`src/rtl/four_bit_alu_sequencer_pkg.sv`:
```
// four_bit_alu_sequencer_pkg
//   Shared definitions for the ALU sequencer: FSM state encoding, ALU opcode
//   values and the width of the execute-cycle counter.
package four_bit_alu_sequencer_pkg;

   typedef enum logic [2:0] {
      S_IDLE   = 3'd0,
      S_LOAD_A = 3'd1,
      S_LOAD_B = 3'd2,
      S_EXEC   = 3'd3,
      S_WRITE  = 3'd4,
      S_DONE   = 3'd5
   } state_e;

   typedef enum logic [1:0] {
      OP_ADD = 2'b00,
      OP_SUB = 2'b01,
      OP_AND = 2'b10,
      OP_OR  = 2'b11
   } opcode_e;

   localparam int unsigned CNT_W = 4;

endpackage

```
`src/rtl/four_bit_alu_sequencer_exec_cycle_counter.sv`:
```
// exec_cycle_counter
//   Loadable down-counter that times the EXEC phase of the ALU sequencer.
//   Ports:
//     clk      - clock, rising edge
//     rst_n    - asynchronous active-low reset, clears the count
//     load     - load load_val on the next edge (has priority over en)
//     load_val - value to load
//     en       - decrement on the next edge
//     zero     - count currently reads 0
module exec_cycle_counter
   import four_bit_alu_sequencer_pkg::*;
(
   input  logic             clk,
   input  logic             rst_n,
   input  logic             load,
   input  logic [CNT_W-1:0] load_val,
   input  logic             en,
   output logic             zero
);

   logic [CNT_W-1:0] cnt_q;
   logic [CNT_W-1:0] cnt_d;

   // Saturates at zero so a stray enable cannot wrap the count.
   always_comb begin
      cnt_d = cnt_q;
      if (load) begin
         cnt_d = load_val;
      end else if (en && (cnt_q != '0)) begin
         cnt_d = cnt_q - 1'b1;
      end
   end

   always_ff @(posedge clk or negedge rst_n) begin
      if (!rst_n) begin
         cnt_q <= '0;
      end else begin
         cnt_q <= cnt_d;
      end
   end

   assign zero = (cnt_q == '0);

endmodule

```
`src/rtl/four_bit_alu_sequencer.sv`:
```
// four_bit_alu_sequencer
//   Control FSM that runs one ALU operation through the datapath: capture the
//   request, strobe the A then B register, hold the opcode for EXEC_CYCLES,
//   capture the ALU result and pulse done.
//   Ports:
//     clk, rst_n            - clock / asynchronous active-low reset
//     start                 - request, sampled only in IDLE
//     opcode                - 00 ADD, 01 SUB, 10 AND, 11 OR
//     operand_a, operand_b  - operands, captured with start
//     alu_result, alu_carry - ALU output from the datapath
//     A, B                  - captured operands to the A/B registers
//     latch_a, latch_b      - A/B register load strobes
//     alu_op                - opcode to the ALU (00 outside LOAD_A..WRITE)
//     busy                  - high in every state except IDLE
//     done                  - one-cycle completion pulse
//     result, carry         - registered ALU result and carry
module four_bit_alu_sequencer
   import four_bit_alu_sequencer_pkg::*;
#(
   parameter int unsigned WIDTH       = 4,
   parameter int unsigned EXEC_CYCLES = 1
) (
   input  logic             clk,
   input  logic             rst_n,
   input  logic             start,
   input  logic [1:0]       opcode,
   input  logic [WIDTH-1:0] operand_a,
   input  logic [WIDTH-1:0] operand_b,
   input  logic [WIDTH-1:0] alu_result,
   input  logic             alu_carry,
   output logic [WIDTH-1:0] A,
   output logic [WIDTH-1:0] B,
   output logic             latch_a,
   output logic             latch_b,
   output logic [1:0]       alu_op,
   output logic             busy,
   output logic             done,
   output logic [WIDTH-1:0] result,
   output logic             carry
);

   localparam logic [CNT_W-1:0] EXEC_LOAD = CNT_W'(EXEC_CYCLES - 1);

   state_e           state_q, state_d;
   opcode_e          op_q, op_d;
   logic [WIDTH-1:0] a_q, a_d;
   logic [WIDTH-1:0] b_q, b_d;
   logic [WIDTH-1:0] result_q, result_d;
   logic             carry_q, carry_d;
   logic             cnt_load;
   logic             cnt_en;
   logic             cnt_zero;

   exec_cycle_counter u_exec_cnt (
      .clk      (clk),
      .rst_n    (rst_n),
      .load     (cnt_load),
      .load_val (EXEC_LOAD),
      .en       (cnt_en),
      .zero     (cnt_zero)
   );

   always_ff @(posedge clk or negedge rst_n) begin
      if (!rst_n) begin
         state_q  <= S_IDLE;
         op_q     <= OP_ADD;
         a_q      <= '0;
         b_q      <= '0;
         result_q <= '0;
         carry_q  <= 1'b0;
      end else begin
         state_q  <= state_d;
         op_q     <= op_d;
         a_q      <= a_d;
         b_q      <= b_d;
         result_q <= result_d;
         carry_q  <= carry_d;
      end
   end

   always_comb begin
      state_d  = state_q;
      op_d     = op_q;
      a_d      = a_q;
      b_d      = b_q;
      result_d = result_q;
      carry_d  = carry_q;
      cnt_load = 1'b0;
      cnt_en   = 1'b0;
      latch_a  = 1'b0;
      latch_b  = 1'b0;
      done     = 1'b0;
      busy     = 1'b1;
      alu_op   = op_q;

      unique case (state_q)
         S_IDLE: begin
            busy   = 1'b0;
            alu_op = OP_ADD;
            if (start) begin
               state_d = S_LOAD_A;
               op_d    = opcode_e'(opcode);
               a_d     = operand_a;
               b_d     = operand_b;
            end
         end
         S_LOAD_A: begin
            latch_a = 1'b1;
            state_d = S_LOAD_B;
         end
         S_LOAD_B: begin
            latch_b  = 1'b1;
            cnt_load = 1'b1;
            state_d  = S_EXEC;
         end
         S_EXEC: begin
            // Counter reads EXEC_CYCLES-1 on the first EXEC cycle, so leaving
            // on zero gives exactly EXEC_CYCLES cycles here.
            if (cnt_zero) begin
               state_d = S_WRITE;
            end else begin
               cnt_en = 1'b1;
            end
         end
         S_WRITE: begin
            result_d = alu_result;
            carry_d  = alu_carry;
            state_d  = S_DONE;
         end
         S_DONE: begin
            done    = 1'b1;
            alu_op  = OP_ADD;
            state_d = S_IDLE;
         end
         default: begin
            state_d = S_IDLE;
         end
      endcase
   end

   assign A      = a_q;
   assign B      = b_q;
   assign result = result_q;
   assign carry  = carry_q;

endmodule

```
`config.mk`:
```
export PLATFORM = sky130hd
export DESIGN_NAME = four_bit_alu_sequencer
export DESIGN_NICKNAME = d
export VERILOG_FILES = /design/src/rtl/four_bit_alu_sequencer_pkg.sv /design/src/rtl/four_bit_alu_sequencer_exec_cycle_counter.sv /design/src/rtl/four_bit_alu_sequencer.sv
export SDC_FILE = /design/constraint.sdc
export NUM_CORES = 1
export LEC_CHECK = 0
export ABC_AREA = 1
export ABC_CLOCK_PERIOD_IN_PS = 1020
export BUFFER_PORTS_ARGS = -buffer_cell sky130_fd_sc_hd__buf_2
export CAP_MARGIN = 10
export CORE_MARGIN = 2
export CORE_UTILIZATION = 40
export DETAILED_ROUTE_END_ITERATION = 16
export PLACE_DENSITY_LB_ADDON = 0.12
export SLEW_MARGIN = 30
export SYNTH_ARGS = -nofsm -noshare
export SYNTH_HDL_FRONTEND = slang
export SYNTH_SLANG_ARGS = --single-unit
```
`constraint.sdc`:
```
create_clock -name clk -period 1.02 [get_ports clk]
set_input_delay 0.153 -clock clk [delete_from_list [all_inputs] [get_ports clk]]
set_output_delay 0.153 -clock clk [all_outputs]
set_load 0.01 [all_outputs]
```
Yosys cells after proc, flatten, opt, wreduce, memory -nomap -nowiden

Cells that the tools add are included.

Output and inout bits: 19
Register bits: 22

Equality and inequality tests: 7
Reductions and logical operators: 8
Add/sub/neg operators: 1
Muxes and demuxes: 12

Operators by type and width:

| operator                                         | count |
|---|---|
| one-hot mux 3 bit (5 select lines)               | 1 |
| two-way mux 4 bit                                | 2 |
| == test 3 x 2 -> 1 bit, second input constant    | 2 |
| == test 3 bit, second input constant             | 2 |
| two-way mux 1 bit                                | 6 |
| two-way mux 3 bit                                | 2 |
| zero test 4 bit                                  | 1 |
| != test 2 bit, second input constant             | 2 |
| AND reduction 2 bit                              | 2 |
| nonzero test 4 bit                               | 1 |
| subtractor 4 x 1 -> 4 bit, second input constant | 1 |
| == test 3 x 1 -> 1 bit, second input constant    | 1 |
| zero test 3 bit                                  | 1 |
| two-way mux 2 bit                                | 1 |
| nonzero test 2 bit                               | 1 |
| OR reduction 2 bit                               | 1 |
| logical AND 1 bit                                | 1 |

Depth between registers and ports, before layout

Word-level depth: 6
Gate-level depth with buffers: 7
Depth with buffers taken out: 6

Cells and area by module

From an unflattened synthesis, not the netlist that was laid out.

Cells, all modules: 146
Area, all modules: 1148.6 sq um

Modules (own cells, without submodules):

| module                 | cells an instance | times used | area an instance (sq um) |
|---|---|---|---|
| four_bit_alu_sequencer | 100               | 1          | 853.3 |
| exec_cycle_counter     | 46                | 1          | 295.3 |

Worst setup path after synthesis

No wires, ideal clock.

Path type: reg-to-output
Start point: register state_q[0]
End point: output alu_op[0]
Required time: 867 ps
Stages on the path, launching flop included: 5
Slack: -76 ps
Arrival time: 943 ps
Path through: dfrtp_1 nor2_4 nand2_1 o21ai_0 nor2_1

Word-level cells in the longest chain between the ends: 3
Elaborated cells on any way between the ends: 4

RTL lines:

| what                                             | line                         | text |
|---|---|---|
| start, declared                                  | four_bit_alu_sequencer.sv:44 | `state_e state_q, state_d;` |
| start signal, assigned                           | four_bit_alu_sequencer.sv:72 | `state_q <= state_d;` |
| == test 3 bit or zero test 3 bit (tied branches) | four_bit_alu_sequencer.sv:96 | `unique case (state_q)` |
| OR reduction 2 bit (no line) *                   | --                           |  |
| two-way mux 2 bit *                              | four_bit_alu_sequencer.sv:96 |  |
| end, declared                                    | four_bit_alu_sequencer.sv:35 | `output logic [1:0] alu_op,` |

Every way passes the cells marked *; elsewhere a longest branch is shown, timed or not.

Final worst setup path

Start point: register state_q[1]
End point: output alu_op[0]

Same word-level chain as after synthesis.

==> run_results.csv <==
group,metric,value,unit
cells_and_area,nets,199,
synthesis,yosysMostFrequentCell,"nand2_1",
drt,wl,2300,um
global_routing,use_met3,2.33,%
sta,rsz0062_at_grt,"true",
drt,wl_per_cell,11.1,um
placement,post-dp-hpwl,1670,um
synthesis,syn_inst,120,
floorplanning,fp-row-count,18,
min_path,min_path_type,"input port to register",
worst_setup_path,cp_cell_sequence,"inv_2, nand2_2, o21ai_2, nor2_1, buf_2",
synthesis,synthAdderAreaFrac,2.34,%
clocking,numCtsBuffers,3,
sta,relSlewSlack,68.4,%
floorplanning,pin_count,37,
worst_setup_path,crit_slowest_cell,"dfrtp_1",
cells_and_area,n_fill_cell,207,
synthesis,syn_area,1070,um^2
drt,routed_via_density,4.63,
floorplanning,dieArea,3100,um^2
drt,drtIter0Drc,44,
worst_setup_path,crit_required,0.87,ns
global_routing,grt.total_usage,15.3,%
sta,slew_viol_final,0,
drt,dr.pass1.iters,4,
power,p_sw_share,40.9,%
synthesis,ys_types,16,
power,clkPwrFrac,7.8,%
drt,num_vias,959,
synthesis,yosysWarnings,0,
floorplanning,die_width,55.7,um
placement,dp_slack,-0.151,ns
synthesis,synth_seq_cells,22,
sta,setup_viol,28,
cells_and_area,antenna_cells,0,
synthesis,synth.top_cells.by_area,"dfrtp_1 51%, nand2_1 11%, o21ai_2 6.5%",
sta,clock-skew-final,0.00208,ns
worst_setup_path,cp_top_family,"flip-flops",
clocking,clockRootBuffer,"clkbuf_4",
worst_setup_path,path_buf_inv,2,
run_status,status,"finished, violations left",
clocking,cts_tree,"built",
global_routing,grt_pass1_wl,3880,um
power,pwr-share-comb,60.2,%
power,leakage,0.000847,uW
sta,tightest_slew,0.474,ns
flow_run,cap_viol_max_count,0,
power,power_frac_seq,32.0,%
synthesis,synth_top_family_by_area,"simple AND/OR/NAND/NOR gates",
synthesis,synth_xor_area_share,0.819,%
sta,setup_tns,-5.39,ns
drt,post-route-drc-count,0,
sta,final-hold-violation-count,0,
sta,period_needed,1.37,ns
sta,fin_hold_ws,0.0848,ns
power,total_power,4800,uW
global_routing,top_usage_layer,"met2",
placement,portBuffers,36,
power,power_density,3090,nW/um^2
clocking,cts_sinks,22,
worst_setup_path,critPathArrivalTime,1.22,ns
cells_and_area,drive_gt1_share,50.8,%
sta,timing.final.crit_share,134,%
power,ir_worst_vdd,1.53,mV
sta,fmaxAchievable,729,MHz
synthesis,synth_top_area_share,51.5,%
synthesis,synth_mux_area_share,0,%
clocking,clock_path_buffers,2,
cells_and_area,areaGrowthSynthToFinish,45.1,%
synthesis,synth_largest_area_cell,"dfrtp_1",
clocking,ctsHtreeMaxLevel,1,
cells_and_area,multi_input_area,465,um^2
worst_setup_path,critPathKind,"register to primary output",
synthesis,avgSynthCellArea,8.91,um^2
clocking,path_clk_slew,0.11,ns
clocking,clk-insertion-delay-late,0.29,ns
drt,ant_nets,0,
global_routing,grt_pass1_vias,909,
worst_setup_path,worst_path_largest_cell_delay,0.44,ns
global_routing,grt_max_degree,23,
worst_setup_path,endpoint_kind,"primary output",
floorplanning,initial_core_util,42.8,%
synthesis,synth_edf_count,0,
placement,finalWeightedCongestion,0.829,
synthesis,yosys_most_used_dff,"dfrtp_1",
floorplanning,coreArea,2500,um^2
synthesis,syn-num-nets,140,
synthesis,ys_seq_area_share,51.5,%
synthesis,async_flop_share,100,%
global_routing,antenna_found_initial,0,
synthesis,synth_compound_area_share,13.7,%
global_routing,met2_usage,25.2,%
cells_and_area,seq_area,552,um^2
synthesis,synth-simple-area-share,21.4,%
global_routing,grtUsageMet1,19.7,%
global_routing,overflow,0,
power,p_int,2840,uW
power,switching_power,1960,uW
worst_setup_path,crit_path_start_kind,"register",
run_status,failed_checks,"setup timing",
sta,fin_ws,-0.351,ns
floorplanning,fp.dieH,55.7,um
synthesis,synth_commonest_cells,"32 x nand2_1, 22 x dfrtp_1, 18 x inv_1",
worst_setup_path,cp_max_fo,3,
==> placed cells by master (no fill, tap or decap), types with 5 or more instances in the layout <==
master,instances
buf_2,34
nand2_1,28
dfrtp_1,21
buf_4,16
inv_1,13
o21ai_2,9
nor2_1,7
nand3_1,7
o21ai_1,6
inv_2,5
==> layer usage <==
metal | wire length, um | vias to the layer above | part of all wire [%]
met5 | 0 | - | 0
met4 | 47 | 0 | 2.0
met3 | 115 | 6 | 5.0
met2 | 1110 | 27 | 48
met1 | 1030 | 434 | 45
li1 | - | 492 | -
==> per-stage QoR <==
stage	instances	utilization (%)	cell area, um^2
6_report	207	62.1	1550
5_1_grt	207	62.1	1550
4_1_cts	202	58.9	1470
3_5_place_dp	195	55.3	1380
3_3_place_gp	195	55.3	1380
2_1_floorplan	120	-	1090
==> state kept, by name, summed over array words and instances, names as in the netlist <==
name	flops
op_q	2
A	4
carry	1
u_exec_cnt.cnt_q	4
result	4
state_q	3
B	4
==> power by group through the flow <==
stage	registers, uW	clock network (uW)	logic, uW
detailed placement	1540	0	2440
floorplan	1670	0	1370
global placement	1510	0	2380
finish	1540	375	2890
global route	1590	430	3200
CTS	1530	396	2690
==> area by class of cell <==
type | count | area share, %
repair buffers | 57 | 25.7
multi-input cells | 76 | 30.0
well taps | 30 | 2.42
flip-flops and latches | 22 | 35.5
clock buffers | 3 | 1.45
inverters | 19 | 4.92
==> tightest hold or removal path, delay by kind of cell <==
family,cells,cell delay [ns]
AO/OA/AOI/OAI,1,0.05
buffers and inverters,2,0.14
==> what timing repair did <==
item | in CTS | in global routing
gates resized for setup | 12 | 4
cloned | 0 | 1
hold buffers | 1 | 0
setup buffers | 3 | 4
pin swaps | 3 | 4
endpoints found under the setup margin | 27 | 35
hold endpoints to repair | 22 | 0
==> final timing paths <==
path | start | end | slack (ns) | depth (start not counted)
worst max-delay path | state_q[1] | alu_op[0] | -0.35 | 5
worst min-delay path | operand_a[1] | A[1] | 0.08 | 3
worst max register to register | state_q[1] | u_exec_cnt.cnt_q[1] | -0.29 | 7
worst min register to register | result[0] | result[0] | 0.48 | 2
max in group asynchronous | rst_n | state_q[0] | 0.33 | 2
min in group asynchronous | rst_n | result[1] | 0.34 | 2
==> cell families (layout without fill, tap and decap cells) <==
family                     Yosys count  in the layout
adders and majority gates            2              2
DFF                                 22             22
and+or+nand+nor                     54             54
xor gates and xnor gates             1              1
buffers and inverters               22             79
AOI/OAI and AO/OA                   19             19
Power figures use the tool's default switching activity.
